==> config.mk <==
export PLATFORM = sky130hd
export DESIGN_NAME = expr_eval_pipe
export DESIGN_NICKNAME = d
export VERILOG_FILES = /design/src/rtl/expr_eval_pipe.sv
export SDC_FILE = /design/constraint.sdc
export NUM_CORES = 1
export LEC_CHECK = 0
export BUFFER_PORTS_ARGS = -buffer_cell sky130_fd_sc_hd__buf_2
export CORE_UTILIZATION = 57
export DETAILED_ROUTE_END_ITERATION = 8
export PLACE_DENSITY = 0.73
export SLEW_MARGIN = 20
export SYNTH_ARGS = -nofsm -noshare
export SYNTH_HDL_FRONTEND = slang
export SYNTH_SLANG_ARGS = --single-unit
export TNS_END_PERCENT = 30
==> constraint.sdc <==
create_clock -name clk -period 8.2 [get_ports clk]
set_input_delay 1.64 -clock clk [delete_from_list [all_inputs] [get_ports clk]]
set_output_delay 1.64 -clock clk [all_outputs]
set_load 0.01 [all_outputs]
==> src/rtl/expr_eval_pipe.sv <==
// Single-entry expression evaluator: one-cycle ALU ops, plus a WIDTH-cycle restoring divider
// for DIV/MOD. The result is held in DONE until the consumer takes it.
module expr_eval_pipe #(
  parameter int unsigned WIDTH = 6,
  parameter int unsigned OUT_W = 2 * WIDTH
) (
  input  logic             clk,
  input  logic             reset,
  input  logic             in_valid,
  output logic             in_ready,
  input  logic [2:0]       op,
  input  logic             sgn,
  input  logic [WIDTH-1:0] a,
  input  logic [WIDTH-1:0] b,
  output logic             out_valid,
  input  logic             out_ready,
  output logic [OUT_W-1:0] result,
  output logic             dbz
);

  localparam logic [2:0] OpAdd = 3'd0;
  localparam logic [2:0] OpSub = 3'd1;
  localparam logic [2:0] OpMul = 3'd2;
  localparam logic [2:0] OpDiv = 3'd3;
  localparam logic [2:0] OpMod = 3'd4;
  localparam logic [2:0] OpShl = 3'd5;
  localparam logic [2:0] OpShr = 3'd6;
  localparam logic [2:0] OpLt  = 3'd7;

  localparam int unsigned   CntW    = $clog2(WIDTH);
  localparam logic [CntW-1:0] LastCnt = CntW'(WIDTH - 1);
  localparam logic [WIDTH:0]  OutWB   = (WIDTH + 1)'(OUT_W);

  typedef enum logic [1:0] {StIdle, StCalc, StDone} state_e;

  state_e             r_state, w_state_nxt;
  logic [OUT_W-1:0]   r_result;
  logic               r_dbz;
  logic [WIDTH-1:0]   r_quo, r_dvs, r_rem;
  logic [CntW-1:0]    r_cnt;
  logic               r_qneg, r_rneg, r_is_mod, r_bz;
  logic [OUT_W-1:0]   r_a_ext;

  logic               w_accept, w_is_div, w_shamt_big;
  logic               w_a_neg, w_b_neg;
  logic [WIDTH-1:0]   w_a_mag, w_b_mag;
  logic [OUT_W-1:0]   w_a_ext, w_b_ext, w_fast_res, w_div_res;
  logic [WIDTH:0]     w_shift, w_trial;
  logic               w_qbit;
  logic [WIDTH-1:0]   w_rem_nxt, w_quo_nxt;
  logic [OUT_W-1:0]   w_q_ext, w_r_ext;

  assign in_ready  = (r_state == StIdle) || ((r_state == StDone) && out_ready);
  assign out_valid = (r_state == StDone);
  assign result    = r_result;
  assign dbz       = r_dbz;

  assign w_accept    = in_valid && in_ready;
  assign w_is_div    = (op == OpDiv) || (op == OpMod);
  assign w_a_neg     = sgn & a[WIDTH-1];
  assign w_b_neg     = sgn & b[WIDTH-1];
  assign w_a_ext     = {{(OUT_W - WIDTH){w_a_neg}}, a};
  assign w_b_ext     = {{(OUT_W - WIDTH){w_b_neg}}, b};
  assign w_a_mag     = w_a_neg ? -a : a;
  assign w_b_mag     = w_b_neg ? -b : b;
  assign w_shamt_big = ({1'b0, b} >= OutWB);

  always_comb begin
    w_fast_res = '0;
    case (op)
      OpAdd: w_fast_res = w_a_ext + w_b_ext;
      OpSub: w_fast_res = w_a_ext - w_b_ext;
      OpMul: w_fast_res = w_a_ext * w_b_ext;
      OpShl: w_fast_res = w_shamt_big ? '0 : (w_a_ext << b);
      OpShr: begin
        // Kept as separate branches so >>> is not forced into unsigned context.
        if (w_shamt_big)  w_fast_res = {OUT_W{w_a_neg}};
        else if (sgn)     w_fast_res = $signed(w_a_ext) >>> b;
        else              w_fast_res = w_a_ext >> b;
      end
      OpLt:  w_fast_res = {{(OUT_W - 1){1'b0}}, ($signed(w_a_ext) < $signed(w_b_ext))};
      default: w_fast_res = '0;
    endcase
  end

  // One restoring step: shift in the next dividend bit, keep the trial if it stays non-negative.
  assign w_shift   = {r_rem, r_quo[WIDTH-1]};
  assign w_trial   = w_shift - {1'b0, r_dvs};
  assign w_qbit    = ~w_trial[WIDTH];
  assign w_rem_nxt = w_qbit ? w_trial[WIDTH-1:0] : w_shift[WIDTH-1:0];
  assign w_quo_nxt = {r_quo[WIDTH-2:0], w_qbit};
  assign w_q_ext   = {{(OUT_W - WIDTH){1'b0}}, w_quo_nxt};
  assign w_r_ext   = {{(OUT_W - WIDTH){1'b0}}, w_rem_nxt};

  always_comb begin
    w_div_res = '0;
    if (r_bz)          w_div_res = r_is_mod ? r_a_ext : '1;
    else if (r_is_mod) w_div_res = r_rneg ? -w_r_ext : w_r_ext;
    else               w_div_res = r_qneg ? -w_q_ext : w_q_ext;
  end

  always_ff @(posedge clk or posedge reset) begin
    if (reset) r_state <= StIdle;
    else       r_state <= w_state_nxt;
  end

  always_comb begin
    w_state_nxt = r_state;
    case (r_state)
      StIdle, StDone: begin
        if (w_accept)                            w_state_nxt = w_is_div ? StCalc : StDone;
        else if ((r_state == StDone) && out_ready) w_state_nxt = StIdle;
      end
      StCalc: if (r_cnt == LastCnt) w_state_nxt = StDone;
      default: w_state_nxt = StIdle;
    endcase
  end

  always_ff @(posedge clk or posedge reset) begin
    if (reset) begin
      r_result <= '0;
      r_dbz    <= 1'b0;
      r_quo    <= '0;
      r_dvs    <= '0;
      r_rem    <= '0;
      r_cnt    <= '0;
      r_qneg   <= 1'b0;
      r_rneg   <= 1'b0;
      r_is_mod <= 1'b0;
      r_bz     <= 1'b0;
      r_a_ext  <= '0;
    end else if (w_accept) begin
      r_quo    <= w_a_mag;
      r_dvs    <= w_b_mag;
      r_rem    <= '0;
      r_cnt    <= '0;
      r_qneg   <= w_a_neg ^ w_b_neg;
      r_rneg   <= w_a_neg;
      r_is_mod <= (op == OpMod);
      r_bz     <= (b == '0);
      r_a_ext  <= w_a_ext;
      if (!w_is_div) begin
        r_result <= w_fast_res;
        r_dbz    <= 1'b0;
      end
    end else if (r_state == StCalc) begin
      r_quo <= w_quo_nxt;
      r_rem <= w_rem_nxt;
      r_cnt <= r_cnt + 1'b1;
      if (r_cnt == LastCnt) begin
        r_result <= w_div_res;
        r_dbz    <= r_bz;
      end
    end
  end

endmodule

* Word level (Yosys, flattened, before mapping)
Cells that the tools add are included.
** Operators by class
- Multiply operators :: 1
- Reduce and logical (&&, ||, !) cells :: 12
- Order comparisons :: 2
- Shift-type cells :: 3
- Multiplexer cells :: 31
- Equal/unequal tests :: 13
- Bitwise operators :: 4
- $add $sub $neg :: 8
** Operators with widths (count)
- 12-bit 2-to-1 mux :: 12
- 12-bit one-hot mux with 6 select lines :: 1
- 6-bit 2-to-1 mux :: 7
- 6-bit negator with 12-bit output :: 2
- 3-bit == test, second input constant :: 5
- 7-bit by 7-bit multiplier with 12-bit output :: 1
- 6-bit negator :: 2
- 12-bit by 6-bit left shift with 12-bit output :: 1
- 12-bit by 6-bit right shift with 12-bit output :: 1
- 7-bit by 6-bit >>> shifter with 12-bit output :: 1
- 7-bit by 7-bit adder with 8-bit output :: 1
- 2-bit 2-to-1 mux :: 4
- 7-bit by 7-bit subtractor with 8-bit output :: 1
- 7-bit less-than comparator :: 1
- 7-bit by 6-bit subtractor with 7-bit output :: 1
- 3-bit by 2-bit == test with 1-bit output, second input constant :: 2
- 6-bit by 4-bit >= comparator with 1-bit output, second input constant :: 1
- 6-bit logical NOT :: 1
- 3-bit 2-to-1 mux :: 2
- 1-bit 2-to-1 mux :: 4
- 2-bit != test, second input constant :: 2
- 2-bit one-hot mux with 2 select lines :: 1
- 2-bit nonzero test :: 2
- 3-bit by 1-bit adder with 3-bit output, second input constant :: 1
- other kinds (14) :: 17
** Word-level totals
- Input port bits :: 20
- Register bits :: 47
- Word-level logic and storage cells :: 86
- Output and inout bits :: 15

* Logic depth before layout (Yosys ltp)
- Depth in word-level cells :: 9
- Gate-level depth with buffers :: 20
- Depth with buffers taken out :: 19

* Worst setup path after synthesis
No wires, ideal clock.
- Kind :: input to register
- Start :: input port b[5]
- End :: register r_result[11], in the netlist result[11]
- Path slack :: 1663 ps
- Library setup time :: 86 ps
- Data arrival time :: 6452 ps
- Data required time :: 8114 ps
- Stages :: 20
- Buffers on the path :: 3
- Cell sequence :: clkbuf_1 > clkbuf_1 > buf_1 > nand2_1 > inv_1 > nand2_1 > fa_1 > fa_1 > inv_1 > fa_1 > inv_1 > fa_1 > inv_1 > ha_1 > a21oi_1 > o21ai_0 > o41ai_1 > xnor2_1 > nand2b_1 > a32oi_1
** On the way
- Longest elaborated chain between the ends :: 6
- Elaborated cells on any way between the ends :: 14
- Those cells by class :: add/sub: 2; mul: 1; order compare: 1; shift: 3; mux: 6; bitwise: 1
** RTL lines
- from (decl) :: line 14 : input logic [WIDTH-1:0] b,
- parallel branches: the longest is 3 deep, another holds 7-bit by 7-bit multiplier with 12-bit output
- 12-bit one-hot mux with 6 select lines (*) :: line 70 : case (op)
- 12-bit 2-to-1 mux (*) :: line 142 : if (!w_is_div) begin
- 12-bit 2-to-1 mux (*) :: line 132 : end else if (w_accept) begin
- to (signal assigned) :: line 143 : r_result <= w_fast_res;
- to (signal assigned) :: line 151 : r_result <= w_div_res;
- to (decl) :: line 37 : logic [OUT_W-1:0] r_result;
Mark *: on every way between the ends. The select of a mux whose other input is x is not followed.
A chain may end at the register's enable or synchronous reset.

* Worst setup path in the final report
Ends and elaborated chain as after synthesis.

==> impl_metrics.ini <==
[global_routing]
antenna_found_initial = 0
grt_pass1_wl_mm = 32.1
grt_max_degree = 47
gr-total-overflow = 0
grt_usage_pct = 37.5
grt_pass1_vias = 5973

[logic_synthesis]
synth_top_area_cell = dfrtp_1
yosysUniqueCellTypes = 73
avgSynthCellArea_um2 = 7.87
synth-seq-area-share_pct = 18.9
syn_area_um2 = 6080
netlist_instances = 773
yosysWarnings = 0
synth-main-ff-cell = dfrtp_1
syn-num-nets = 879
synth-async-reset-ratio_pct = 100
synth_area_leaders = dfrtp_1, fa_1, ha_1
synth_top_cell_area_share_pct = 18.9
synth_edf_count = 0
synth_seq_cells = 46

[clock_network]
ctsHtreeMaxLevel = 2
cts_resized = 0
clock_latency_ns = 0.31
ctsHoldBuffers = 0
cts_tree = yes
clockBufferDepth = 2
postCtsSetupRepairBufs = 0
clk_pin_slew_worst_paths_ns = 0.09
cts-root-buf = clkbuf_8
numCtsBuffers = 5
cts_sinks = 46

[worst_hold_path]
hold_path_class = reg2reg

[critical_path]
r2r_slack_ns = 4.38
critPathRequiredTime_ns = 8.43
worstPathMaxFanout = 26
crit_start = b[5]
r2r_start = r_quo[5]
cp-endpoint = result[11]
start_kind = input port
end_kind = flop
worstSetupPathType = in2reg
reg2reg_depth = 15
rr_endpoint = result[4]
worstPathArrival_ns = 6.77

[die]
die_w_um = 105
ios = 35
chipHeight_um = 105
die_area_um2 = 11100
start_util_pct = 58.9
core_um2 = 10300
placementRows = 37

[timing]
max_clock_freq_mhz = 153
setup_viol = 0
worst_pin_slew_ns = 0.977
hold_slack_ns = 0.494
hold_viol_final = 0
layout_setup_ws_ns = 1.66
final-max-slew-violation-count = 0
setup_tns_ns = 0
max_slew_margin_pct = 34.8
grt_setup_unrepaired = no
fin_skew_ns = 0.0138
fin_crit_ns = 6.54
period_share_pct = 79.8

[detailed_routing]
drt_iter0_drc = 645
vias_per_cell = 6.53
vias = 5985
drt_pre_antenna_iters = 7
ant_nets = 0
drt-wirelength-per-cell_um = 21.8
drc_errors = 0
drt_wl_total_mm = 20.0

[final_layout]
multi_input_area_um2 = 4460
final_nets = 885
utilization_pct = 62.0
drive_above_1_share_pct = 9.36
diodes = 0
nFillCells = 943
layout.area.seq_um2 = 1150
syn2layout_area_growth_pct = 5.14

[power_and_ir_drop]
leakage_nw = 2.95
ir_worst_vdd_uv = 220
powerDensity_nw_per_um2 = 257

[place]
hpwl_mm = 15.6
gp_congestion = 1.05
portBuffers = 34
dp_slack_ns = 1.53

[job]
cap_violations = 0

[outcome]
outcome = finished, final reports clean
-- layout make-up --
cell class | count | area share [%]
multi-input combinational | 603 | 69.8
sequential | 46 | 18.0
inverter | 86 | 5.09
timing repair buffer | 37 | 3.01
tap | 136 | 2.66
clock buffer | 6 | 1.29
clock inverter | 2 | 0.196
-- logic make-up after synthesis --
logic type / share of synthesized area (%)
compound gates: 22.7
mux: 3.85
simple gates: 20.2
xor+xnor: 4.61
flops: 18.9
buf+inv: 7.73
fa+ha+maj: 22.0
-- worst max-delay path, stage by stage --
cell and delay [ns]:
buf_2 0.36, nand2_1 0.37, inv_1 0.23, nand2_1 0.11
fa_1 0.54, fa_1 0.55, inv_1 0.05, fa_1 0.53
inv_1 0.06, fa_1 0.53, inv_1 0.05, ha_1 0.33
a21oi_1 0.21, o21ai_0 0.18, o41ai_1 0.51, xnor2_1 0.15
nand2b_1 0.18, a32oi_1 0.21
-- stage by stage --
| step | cells | area [um2] | power (mW) |
|---|---|---|---|
| finish | 916 | 6400 | 1.65 |
| global route | 916 | 6400 | 1.77 |
| CTS | 916 | 6400 | 1.64 |
| detailed placement | 908 | 6300 | 1.48 |
| global placement | 908 | 6300 | 1.44 |
| floorplan | 773 | 6080 | 1.17 |
-- registers in the layout (all words and copies together), names as in the netlist --
signal	count
dbz	1
result	12
r_dvs	6
r_cnt	3
r_state	2
r_quo	6
r_is_mod	1
r_bz	1
r_rem	6
r_rneg	1
r_a_ext	6
r_qneg	1
-- Yosys cell counts, types with 3 or more instances --
library cell / count
inv_1: 79
nand2_1: 79
nor2_1: 74
ha_1: 51
o21ai_0: 48
dfrtp_1: 46
a21oi_1: 45
fa_1: 35
clkbuf_1: 34
xnor2_1: 27
nand3_1: 19
nor3_1: 18
a22oi_1: 12
a31oi_1: 12
mux2i_1: 11
a211oi_1: 10
nand2b_1: 10
nor2b_1: 10
a21o_1: 9
mux2_2: 9
and2_1: 8
or3_1: 8
a221oi_1: 7
and3_1: 7
o31ai_1: 7
nor3b_1: 6
o211ai_1: 6
o22ai_1: 6
o221ai_1: 5
xor2_1: 5
clkinv_1: 4
nand3b_1: 3
o21a_1: 3
o21ai_1: 3
o21bai_1: 3
o32ai_1: 3
o41ai_1: 3
-- metal layers --
layer | share of wire [%] | GRT usage, % | wire length (um) | up-vias
li1 | - | - | - | 2717
met1 | 39 | 45.8 | 7780 | 2897
met2 | 49 | 65.7 | 9850 | 299
met3 | 6.3 | 3.09 | 1260 | 72
met4 | 5.4 | 20.1 | 1070 | 0
met5 | 0 | 0 | 0 | -
-- layout by cell type, fill, tap and decap left out, types with 19 or more instances in the layout --
| master | n |
|---|---|
| o21ai_0 | 48 |
| fa_1 | 35 |
| a21oi_1 | 45 |
| nand2_1 | 79 |
| xnor2_1 | 27 |
| inv_1 | 78 |
| buf_2 | 34 |
| nand3_1 | 19 |
| ha_1 | 51 |
| nor2_1 | 74 |
| dfrtp_1 | 46 |
-- power breakdown --
part	switching [mW]	internal, mW	total [mW]
clock network	0.0826	0.0679	0.150
registers	0.0904	0.307	0.397
logic	0.662	0.436	1.10
total	0.834	0.811	1.65
-- worst min-delay path by stage --
stage | cells past startpoint | slack [ns] | to | start
3_5_place_dp | 2 | 0.47 | r_a_ext[3] | r_a_ext[3]
2_1_floorplan | 2 | 0.44 | r_a_ext[3] | r_a_ext[3]
3_3_place_gp | 2 | 0.46 | r_a_ext[1] | r_a_ext[1]
4_1_cts | 2 | 0.49 | r_a_ext[3] | r_a_ext[3]
6_report | 2 | 0.49 | r_a_ext[3] | r_a_ext[3]
5_1_grt | 2 | 0.53 | r_a_ext[2] | r_a_ext[2]
Power figures use the tool's default switching activity.
